$ cat src/rtl/mem_access_arbiter_pkg.sv
// Shared types for the memory access arbiter: instruction opcodes, arbiter state
// encoding and the requester-count bound.
package mem_access_arbiter_pkg;

    typedef enum logic [1:0] {
        NOP   = 2'd0,
        FETCH = 2'd1,
        WRITE = 2'd2,
        FENCE = 2'd3
    } inst_t;

    typedef enum logic [1:0] {
        IDLE   = 2'd0,
        ACCESS = 2'd1,
        DONE   = 2'd2
    } arb_state_t;

    localparam int ARB_MAX_REQ = 16;

    // Index width for n requesters, never narrower than one bit.
    function automatic int arb_sel_w(input int n);
        return (n > 1) ? $clog2(n) : 1;
    endfunction

endpackage

$ cat src/rtl/mem_access_arbiter_arb_pick.sv
// Combinational winner selection for the memory access arbiter.
// ARB_ROUND_ROBIN_EN selects rotating priority; otherwise the lowest index wins.
module arb_pick
    import mem_access_arbiter_pkg::*;
#(
    parameter int NUM_REQ = 2,
    localparam int SEL_W  = arb_sel_w(NUM_REQ)
) (
    input  logic [NUM_REQ-1:0] req,
    input  logic [SEL_W-1:0]   ptr,
    output logic [SEL_W-1:0]   win_idx,
    output logic               win_vld
);

`ifdef ARB_ROUND_ROBIN_EN
    // Search begins one past the last owner and wraps, so the last owner ranks lowest.
    always_comb begin
        int               idx;
        logic [SEL_W-1:0] cand;
        idx     = 0;
        cand    = '0;
        win_idx = '0;
        win_vld = 1'b0;
        for (int d = 1; d <= NUM_REQ; d++) begin
            idx  = (int'(ptr) + d) % NUM_REQ;
            cand = SEL_W'(idx);
            if (!win_vld && req[cand]) begin
                win_vld = 1'b1;
                win_idx = cand;
            end
        end
    end
`else
    logic unused_ptr;
    assign unused_ptr = ^ptr;

    always_comb begin
        logic [SEL_W-1:0] cand;
        cand    = '0;
        win_idx = '0;
        win_vld = 1'b0;
        for (int i = 0; i < NUM_REQ; i++) begin
            cand = SEL_W'(i);
            if (!win_vld && req[cand]) begin
                win_vld = 1'b1;
                win_idx = cand;
            end
        end
    end
`endif

endmodule

$ cat src/rtl/mem_access_arbiter.sv
// Shares one memory read/write port between NUM_REQ controllers; holds the strobe for
// WAIT_CYCLES then pulses done. Build option: ARB_ROUND_ROBIN_EN (see arb_pick).
//
// state  | meaning
// IDLE   | port free, arbitrating among raised requests
// ACCESS | owner's strobe held while the wait counter runs down to 0
// DONE   | one-cycle completion pulse to the owner, priority pointer moves
module mem_access_arbiter
    import mem_access_arbiter_pkg::*;
#(
    parameter int NUM_REQ     = 2,
    parameter int WAIT_CYCLES = 2,
    localparam int SEL_W      = arb_sel_w(NUM_REQ)
) (
    input  logic               clock,
    input  logic               reset,
    input  logic [NUM_REQ-1:0] req,
    input  inst_t              op [NUM_REQ],
    output logic [NUM_REQ-1:0] grant,
    output logic [NUM_REQ-1:0] done,
    output logic               mem_read,
    output logic               mem_write,
    output logic [SEL_W-1:0]   mem_sel,
    output logic               busy
);

    localparam int CNT_W = $clog2(WAIT_CYCLES + 1);

    arb_state_t         state_q, state_d;
    logic [SEL_W-1:0]   owner_q, owner_d;
    inst_t              op_q, op_d;
    logic [CNT_W-1:0]   cnt_q, cnt_d;
    logic [SEL_W-1:0]   ptr_q, ptr_d;

    logic [NUM_REQ-1:0] grant_q, grant_d;
    logic [NUM_REQ-1:0] done_q, done_d;
    logic               mem_read_q, mem_read_d;
    logic               mem_write_q, mem_write_d;
    logic [SEL_W-1:0]   mem_sel_q, mem_sel_d;
    logic               busy_q, busy_d;

    logic [SEL_W-1:0]   win_idx;
    logic               win_vld;

    arb_pick #(
        .NUM_REQ (NUM_REQ)
    ) u_pick (
        .req     (req),
        .ptr     (ptr_q),
        .win_idx (win_idx),
        .win_vld (win_vld)
    );

    always_comb begin
        state_d = state_q;
        owner_d = owner_q;
        op_d    = op_q;
        cnt_d   = cnt_q;
        ptr_d   = ptr_q;

        case (state_q)
            IDLE: begin
                if (win_vld) begin
                    state_d = ACCESS;
                    owner_d = win_idx;
                    op_d    = op[win_idx];
                    cnt_d   = CNT_W'(WAIT_CYCLES - 1);
                end
            end
            ACCESS: begin
                if (cnt_q == '0) begin
                    state_d = DONE;
                end else begin
                    cnt_d = cnt_q - CNT_W'(1);
                end
            end
            DONE: begin
                state_d = IDLE;
                ptr_d   = owner_q;
            end
            default: begin
                state_d = IDLE;
            end
        endcase
    end

    // Outputs are decoded from the next-state registers so they land on the same edge.
    always_comb begin
        grant_d     = '0;
        done_d      = '0;
        mem_read_d  = 1'b0;
        mem_write_d = 1'b0;
        mem_sel_d   = '0;
        busy_d      = (state_d != IDLE);

        if (state_d != IDLE) begin
            grant_d[owner_d] = 1'b1;
            mem_sel_d        = owner_d;
        end
        if (state_d == ACCESS) begin
            mem_read_d  = (op_d == FETCH);
            mem_write_d = (op_d == WRITE);
        end
        if (state_d == DONE) begin
            done_d[owner_d] = 1'b1;
        end
    end

    always_ff @(posedge clock) begin
        if (reset) begin
            state_q     <= IDLE;
            owner_q     <= '0;
            op_q        <= NOP;
            cnt_q       <= '0;
            ptr_q       <= SEL_W'(NUM_REQ - 1);
            grant_q     <= '0;
            done_q      <= '0;
            mem_read_q  <= 1'b0;
            mem_write_q <= 1'b0;
            mem_sel_q   <= '0;
            busy_q      <= 1'b0;
        end else begin
            state_q     <= state_d;
            owner_q     <= owner_d;
            op_q        <= op_d;
            cnt_q       <= cnt_d;
            ptr_q       <= ptr_d;
            grant_q     <= grant_d;
            done_q      <= done_d;
            mem_read_q  <= mem_read_d;
            mem_write_q <= mem_write_d;
            mem_sel_q   <= mem_sel_d;
            busy_q      <= busy_d;
        end
    end

    assign grant     = grant_q;
    assign done      = done_q;
    assign mem_read  = mem_read_q;
    assign mem_write = mem_write_q;
    assign mem_sel   = mem_sel_q;
    assign busy      = busy_q;

endmodule
$ cat config.mk
export PLATFORM = sky130hd
export DESIGN_NAME = mem_access_arbiter
export DESIGN_NICKNAME = d
export VERILOG_FILES = /design/src/rtl/mem_access_arbiter_pkg.sv /design/src/rtl/mem_access_arbiter_arb_pick.sv /design/src/rtl/mem_access_arbiter.sv
export SDC_FILE = /design/constraint.sdc
export NUM_CORES = 1
export LEC_CHECK = 0
export ABC_AREA = 1
export CELL_PAD_IN_SITES_DETAIL_PLACEMENT = 0
export CELL_PAD_IN_SITES_GLOBAL_PLACEMENT = 1
export CORE_MARGIN = 5
export CORE_UTILIZATION = 30
export CTS_BUF_LIST = sky130_fd_sc_hd__clkbuf_8
export CTS_CLUSTER_SIZE = 25
export DETAILED_ROUTE_END_ITERATION = 12
export PLACE_DENSITY_LB_ADDON = 0.25
export SETUP_SLACK_MARGIN = 0.2
export SLEW_MARGIN = 20
export SYNTH_ARGS = -nofsm -noshare
export SYNTH_HDL_FRONTEND = slang
export SYNTH_SLANG_ARGS = --single-unit
$ cat constraint.sdc
create_clock -name clock -period 1.1 [get_ports clock]
set_input_delay 0.22 -clock clock [delete_from_list [all_inputs] [get_ports clock]]
set_output_delay 0.22 -clock clock [all_outputs]
set_load 0.1 [all_outputs]
* After elaboration in Yosys (flattened, before gate mapping)
Cells that the tools add are included.
** Storage, ports and cells
- Register bits after elaboration :: 15
** Cells by class
- Order comparisons :: 3
- $add $sub $neg :: 1
- Eq/ne operators :: 7
- Muxes and demuxes :: 18
- Bitwise gates (word level) :: 4
- Reductions and logical operators :: 11
** Operators by type and width (number)
- $mux W2 :: 9
- $pmux W2 S2 :: 2
- $eq A2 B1 Y1 const B :: 3
- $mux W1 :: 6
- $reduce_or A2 Y1 :: 3
- $eq A2 B2 Y1 const B :: 2
- $logic_not A2 Y1 :: 2
- $reduce_bool A2 Y1 :: 2
- $not A1 Y1 :: 3
- $reduce_and A3 Y1 :: 1
- $ge A2 B2 Y1 const B :: 1
- $logic_and A1 B1 Y1 :: 2
- $lt A1 B2 Y1 const B :: 1
- $ne A2 B1 Y1 const B :: 1
- $ne A2 B2 Y1 const B :: 1
- $not A1 Y2 :: 1
- $sub A2 B1 Y2 const B :: 1
- $demux W1 S1 :: 1
- $ge A1 B1 Y1 const B :: 1
- $logic_not A1 Y1 :: 1

* Longest topological paths before layout
Gate-level depths: netlist (run 1).
- Word-level depth :: 11
- Gate-level depth with buffers :: 7
- Mapped depth without buffers :: 7

* Cells and area by module
From an unflattened synthesis (run 1), not the netlist that was laid out.
** Second synthesis, totals
- Cells, all modules :: 82
- Area total of the unflattened synthesis :: 598.1 µm²
** By module, submodules not included
- mem_access_arbiter :: instances 1, cells each 78, area each 583.1 µm²
- arb_pick :: instances 1, cells each 4, area each 15.0 µm²

* Worst setup path before layout (run 1)
OpenSTA, ideal clock, no wires.
- Path kind :: reg-to-output
- From :: reg grant_q[1] (netlist: grant[1])
- To :: out grant[1]
- Data arrival time :: 1.356 ns
- Path buffers :: 1
- Required time :: 0.880 ns
- Stages on the path, launching flop included :: 2
- Slack :: -0.476 ns
- Cells stage by stage :: dfxtp_1 > buf_4
** RTL lines
- from (decl) :: RTL line mem_access_arbiter.sv:35 : logic [NUM_REQ-1:0] grant_q, grant_d;
- from (signal assigned) :: RTL line mem_access_arbiter.sv:128 : grant_q <= grant_d;
- to (decl) :: RTL line mem_access_arbiter.sv:19 : output logic [NUM_REQ-1:0] grant,
No word-level cell between the ends.

* Worst setup path after layout (run 1)
- From :: reg state_q[0]
- To :: reg mem_read_q (netlist: mem_read)
** On the way
- Longest elaborated chain between the ends :: 5
** Ends and longest elaborated chain
- from (decl) :: RTL line mem_access_arbiter.sv:29 : arb_state_t state_q, state_d;
- from (signal assigned) :: RTL line mem_access_arbiter.sv:123 : state_q <= state_d;
- $eq A2 B1 Y1, or another cell as far along :: RTL line mem_access_arbiter.sv:61 : case (state_q)
- $pmux W2 S2 :: RTL line mem_access_arbiter.sv:61
- $eq A2 B1 Y1 :: RTL line mem_access_arbiter.sv:100 : if (state_d == ACCESS) begin
- $not A1 Y1 (no line)
- $reduce_or A2 Y1 (no line)
- to (signal assigned) :: RTL line mem_access_arbiter.sv:130 : mem_read_q <= mem_read_d;
- to (decl) :: RTL line mem_access_arbiter.sv:37 : logic mem_read_q, mem_read_d;
Several ways; a longest one is shown, not always the timed one.
A chain may end at the register's enable or synchronous reset.

==> results of run 1 <==
-- per-stage QoR --
stage	total power, W	cells	util (%)	area, sq um	TNS [ns]
finish	0.00176	118	53.8	950	0
global route	0.00186	118	53.8	950	-0.252
CTS	0.00177	118	52.8	932	0
detailed placement	0.00133	113	49.2	868	-3.24
global placement	0.00132	113	49.2	868	-3.32
floorplan	0.00110	72	-	599	0
-- cell usage after synthesis --
cell and n:
nand2_2 5, o21ai_0 1, nor2_2 3, and2_1 1
nor2_1 10, nand3_1 7, inv_1 9, o21ai_1 1
dfxtp_1 14, a21oi_1 3, o21ai_2 1, o21a_1 1
nor2_4 1, buf_4 1, ha_1 1, nand2_1 9
inv_2 4
-- layer usage --
layer | wire, microns | vias to the layer above
met1 | 510 | 227
li1 | - | 265
met4 | 0 | 0
met3 | 46 | 0
met2 | 570 | 10
met5 | 0 | -
-- worst paths after layout --
kind | from | to | depth (start not counted)
hold / removal | cnt_q[0] | cnt_q[0] | 2
setup / recovery | state_q[0] | mem_read | 7
setup reg to reg | state_q[0] | mem_read | 7
hold reg to reg | cnt_q[0] | cnt_q[0] | 2
-- registers in the layout, summed over array words and instances, names as in the netlist --
name and count:
cnt_q 2, done 2, grant 2, op_q 2, state_q 2, busy 1, mem_read 1, mem_write 1
owner_q 1
-- logic make-up (layout without fill, tap and decap cells) --
family | count (synthesis) | count (layout) | synth area share, %
AOI/OAI and AO/OA | 7 | 7 | 7.32
adders and majority gates | 1 | 1 | 2.22
buffers and inverters | 14 | 35 | 9.98
DFF | 14 | 14 | 49.7
and+or+nand+nor | 36 | 36 | 30.8
-- power groups by stage --
stage,combinational (W),sequential [W],clock [W]
floorplan,0.000265,0.000833,0
detailed placement,0.000687,0.000642,0
finish,0.000714,0.000632,0.000410
CTS,0.000705,0.000633,0.000432
global placement,0.000679,0.000639,0
global route,0.000761,0.000642,0.000459
-- final cells by class --
cell class,instances,area [sq um],share of cell area (%)
clock inverter,1,3.75,0.395
timing repair buffer,18,250,26.4
clock buffer,3,41.3,4.35
inverter,13,51.3,5.40
sequential,14,297,31.2
multi-input combinational,44,275,29.0
tap,25,31.3,3.29
-- worst max-delay path, delay by kind of cell (launching register included) --
kind | cells | cell delay [ns]
compound gates | 1 | 0.11
simple gates | 5 | 0.50
flops | 1 | 0.33
buf+inv | 1 | 0.04
-- timing repair --
| action | in CTS | in global routing |
|---|---|---|
| gates resized for setup | 6 | 6 |
| endpoints found under the setup margin | 22 | 22 |
| pin swaps | 3 | 8 |
| hold buffers | 0 | 0 |
| endpoints found under the hold margin | 0 | 0 |
| buffers inserted | 1 | 0 |
==> impl_metrics.tcl, run 1 <==
set metrics [dict create \
    status "completed" \
    grt_pass1_vias 481 \
    fin_nets 103 \
    yosysUniqueCellTypes 17 \
    power_frac_clock_pct 23.4 \
    final-max-slew-violation-count 0 \
    diodes 0 \
    antenna_found_initial 0 \
    fmax_ghz 0.937 \
    cp-end-kind "flop" \
    power.density_nw_per_um2 1850 \
    h-tree-depth 1 \
    critPathRequiredTime_ns 1.27 \
    cts_max_path_buffers 2 \
    seq_area_frac_synth_pct 49.7 \
    grt_first_pass_wirelength_microns 1850 \
    ctsRootBufferMaster "clkbuf_8" \
    slew_headroom_pct 86.5 \
    area_delta_synth_final_pct 68.3 \
    cts_tree "built" \
    rsz0062_at_grt "yes" \
    grtUsageMet3_pct 3.38 \
    layout_min_cycle_time_ns 1.07 \
    synthTopCellsByArea "dfxtp_1 (50%), nor2_1 (6.7%), nand3_1 (6.2%), inv_1 (6.0%), nand2_1 (6.0%)" \
    final_common_cell "dfxtp_2" \
    dpl.hpwl_microns 935 \
    first_iter_violations 2 \
    yosysWarnings 0 \
    postSynthCellCount 72 \
    grt_usage_pct 9.35 \
    clkSinkCount 14 \
    viasPerCell 4.25 \
    whs_ns 0.486 \
    final_layout_size_suffix_gt1_share_pct 53.8 \
    syn_area_per_cell_sq_um 7.84 \
    pre_cts_ws_ns -0.343 \
    use_met2_pct 14.9 \
    drc 0 \
    core_sq_um 1760 \
    setup_ws_ns 0.0332 \
    cp-start-kind "flop" \
    die_h_microns 53.4 \
    syn_nets 81 \
    synth.ff_latch_count 14 \
    layout.cells.most_common_list "dfxtp_2 (10), inv_2 (8), nor2_1 (8), buf_12 (8)" \
    drt-pass1-iter-count 2 \
    gp_congestion 0.703 \
    cp_cell_sequence "nor2_4, o21ai_4, nand2_2, inv_2, nor2_4, nand2_1, nor2_1" \
    ant_nets 0 \
    hold_violations 0 \
    p_int_w 0.00110 \
    crit_path_frequent_cell "nor2_4" \
    max_cap_viol_count 0 \
    finClkSkew_ns 0.00131 \
    yosys.area.top_type "dfxtp_1" \
    vias 502 \
    p_sw_share_pct 37.4 \
    wire_per_inst_microns 9.55 \
    hold_class "reg2reg" \
    rrSetupSlack_ns 0.03 \
    dieArea_sq_um 2850 \
    overflow 0 \
    slowest_delay_ns 0.33 \
    routed_wl_microns 1130 \
    clk-insertion-delay-late_ns 0.24 \
    busiest_layer "met2" \
    p_sw_w 0.000656 \
    fp.dieW_microns 53.4 \
    combPwrFrac_pct 40.7 \
    p_seq_share_pct 36.0 \
    top_level_ports 16 \
    start_util_pct 32.0 \
    grt_max_degree 9 \
    synth_area_sq_um 564 \
    fill_cells 182 \
    path_clk_slew_ns 0.05 \
    worstPathArrival_ns 1.24 \
    slowest_stage "dfxtp_2" \
    crit_fanout 7 \
    synth.top_cell.area_share_pct 49.7 \
    setup_violations 0 \
    gr-usage-met1_pct 10.7 \
    final.period_utilization_pct 97.0 \
    p_leak_nw 0.438 \
    worstMarginPinSlew_ns 0.201 \
    path_class "reg2reg" \
    cts_buffers 3 \
    fp-row-count 15 \
    ir_drop_mv 1.09 \
    port_buffers 15 \
]
(Power assumes the default switching activity.)
==> run 2: changes to the inputs <==
CTS_BUF_LIST = sky130_fd_sc_hd__clkbuf_4 sky130_fd_sc_hd__clkbuf_8 sky130_fd_sc_hd__clkbuf_16   (was sky130_fd_sc_hd__clkbuf_8)
==> run 2 against run 1 <==
Cell area fell by 2.1%. Critical path type unchanged. Highest routed layer unchanged. Wire length fell by 0.89%. Clock skew rose by 0.00056 ns.
==> impl_metrics.tcl, run 2 (same netlist as run 1, synthesis figures left out) <==
set metrics [dict create \
    first_iter_violations 3 \
    ant_nets 0 \
    fp.dieW_microns 53.4 \
    dpl.hpwl_microns 935 \
    min-delay-start "cnt_q[0]" \
    slowest_stage "dfxtp_2" \
    setup_tns_ns 0 \
    ir_drop_mv 0.916 \
    diodes 0 \
    cp-end-kind "flop" \
    ctsRootBufferMaster "clkbuf_4" \
    fin_nets 103 \
    fin_cells 118 \
    layout.cells.most_common_list "dfxtp_2 (10), nor2_1 (8), buf_12 (8)" \
    layout_min_cycle_time_ns 1.06 \
    path_class "reg2reg" \
    grt_pass1_vias 469 \
    cts_max_path_buffers 2 \
    crit_buf_inv 0 \
    start_util_pct 32.0 \
    drt-pass1-iter-count 3 \
    p_int_w 0.00102 \
    area_delta_synth_final_pct 64.7 \
    placed_cells 113 \
    final_common_cell "dfxtp_2" \
    final-max-slew-violation-count 0 \
    final_layout_size_suffix_gt1_share_pct 53.8 \
    setup_violations 0 \
    grt_first_pass_wirelength_microns 1830 \
    setup_ws_ns 0.0433 \
    crit_fanout 7 \
    core_sq_um 1760 \
    crit_family "simple AND/OR/NAND/NOR gates" \
    overflow 0 \
    final_cell_area_sq_um 930 \
    path_clk_slew_ns 0.08 \
    die_h_microns 53.4 \
    drc 0 \
    p_sw_share_pct 38.7 \
    p_seq_share_pct 38.0 \
    slew_headroom_pct 86.6 \
    routed_wl_microns 1120 \
    fp-row-count 15 \
    hold_violations 0 \
    slowest_delay_ns 0.34 \
    grt_max_degree 9 \
    top_level_ports 16 \
    vias 496 \
    combPwrFrac_pct 42.8 \
    clkSinkCount 14 \
    clk-insertion-delay-late_ns 0.27 \
    status "completed" \
    antenna_found_initial 0 \
    gp_congestion 0.703 \
    fmax_ghz 0.946 \
    critPathRequiredTime_ns 1.30 \
    port_buffers 15 \
    hold_class "reg2reg" \
    dpl_cell_area_sq_um 868 \
    grt_usage_pct 9.23 \
    p_sw_w 0.000643 \
    cts_buffers 3 \
    timing.rr.start "state_q[1]" \
    worstMarginPinSlew_ns 0.200 \
    cp_cell_sequence "nor2_4, o21ai_4, nand2_2, nand2_4, a21oi_1" \
    finClkSkew_ns 0.00187 \
    cts_tree "built" \
    p_leak_nw 0.428 \
    power.density_nw_per_um2 1780 \
    h-tree-depth 1 \
    dieArea_sq_um 2850 \
    viasPerCell 4.20 \
    rsz0062_at_grt "yes" \
    max_cap_viol_count 0 \
    final.period_utilization_pct 96.1 \
    worstPathArrival_ns 1.26 \
    cp-start-kind "flop" \
    crit_start "state_q[1]" \
    pre_cts_ws_ns -0.343 \
    wire_per_inst_microns 9.47 \
    power_frac_clock_pct 19.2 \
]
run 2: area by class of cell:
type | instances | area [sq um]
clock buffer | 4 | 30.0
fill | 184 | 835
inverter | 13 | 51.3
multi-input combinational | 44 | 270
sequential | 14 | 297
tap | 25 | 31.3
timing repair buffer | 18 | 250
run 2: through the flow:
stage          util (%)  power [W]  hold WS (ns)
3_3_place_gp       49.2    0.00132         0.475
2_1_floorplan         -    0.00110         0.282
5_1_grt            52.7    0.00176         0.517
6_report           52.7    0.00166         0.490
3_5_place_dp       49.2    0.00133         0.485
4_1_cts            52.0    0.00168         0.490
run 2: what timing repair did:
item / 4_1_cts / 5_1_grt
hold buffers: 0 / 0
pin swaps: 3 / 1
hold endpoints to repair: 0 / 0
setup buffers: 1 / 0
cloned: 0 / 0
setup endpoints to repair: 22 / 22
gates resized for setup: 6 / 4
run 2: metal layers:
metal  global-route usage [%]  vias up  share of wire, %
li1                         -      267                 -
met1                     10.7      219                45
met2                     14.5       10                50
met3                     3.38        0               4.2
met4                     5.11        0                 0
met5                        0        -                 0
run 2: path summary, 6_finish.rpt:
kind / to / slack, ns / cells past startpoint
worst max-delay path: grant[1] / 0.04 / 5
worst min-delay path: cnt_q[0] / 0.49 / 2
worst min register to register: cnt_q[0] / 0.49 / 2
worst max register to register: grant[1] / 0.04 / 5
run 2: tightest hold or removal path, stage by stage (launching register included):
cell,delay (ns)
dfxtp_2,0.33
nand3_1,0.07
a21oi_1,0.06
run 2: power by group through the flow:
stage | sequential (W) | clock [W] | combinational, W
floorplan | 0.000833 | 0 | 0.000265
global placement | 0.000639 | 0 | 0.000679
detailed placement | 0.000642 | 0 | 0.000687
CTS | 0.000631 | 0.000339 | 0.000705
global route | 0.000639 | 0.000366 | 0.000756
finish | 0.000629 | 0.000318 | 0.000711
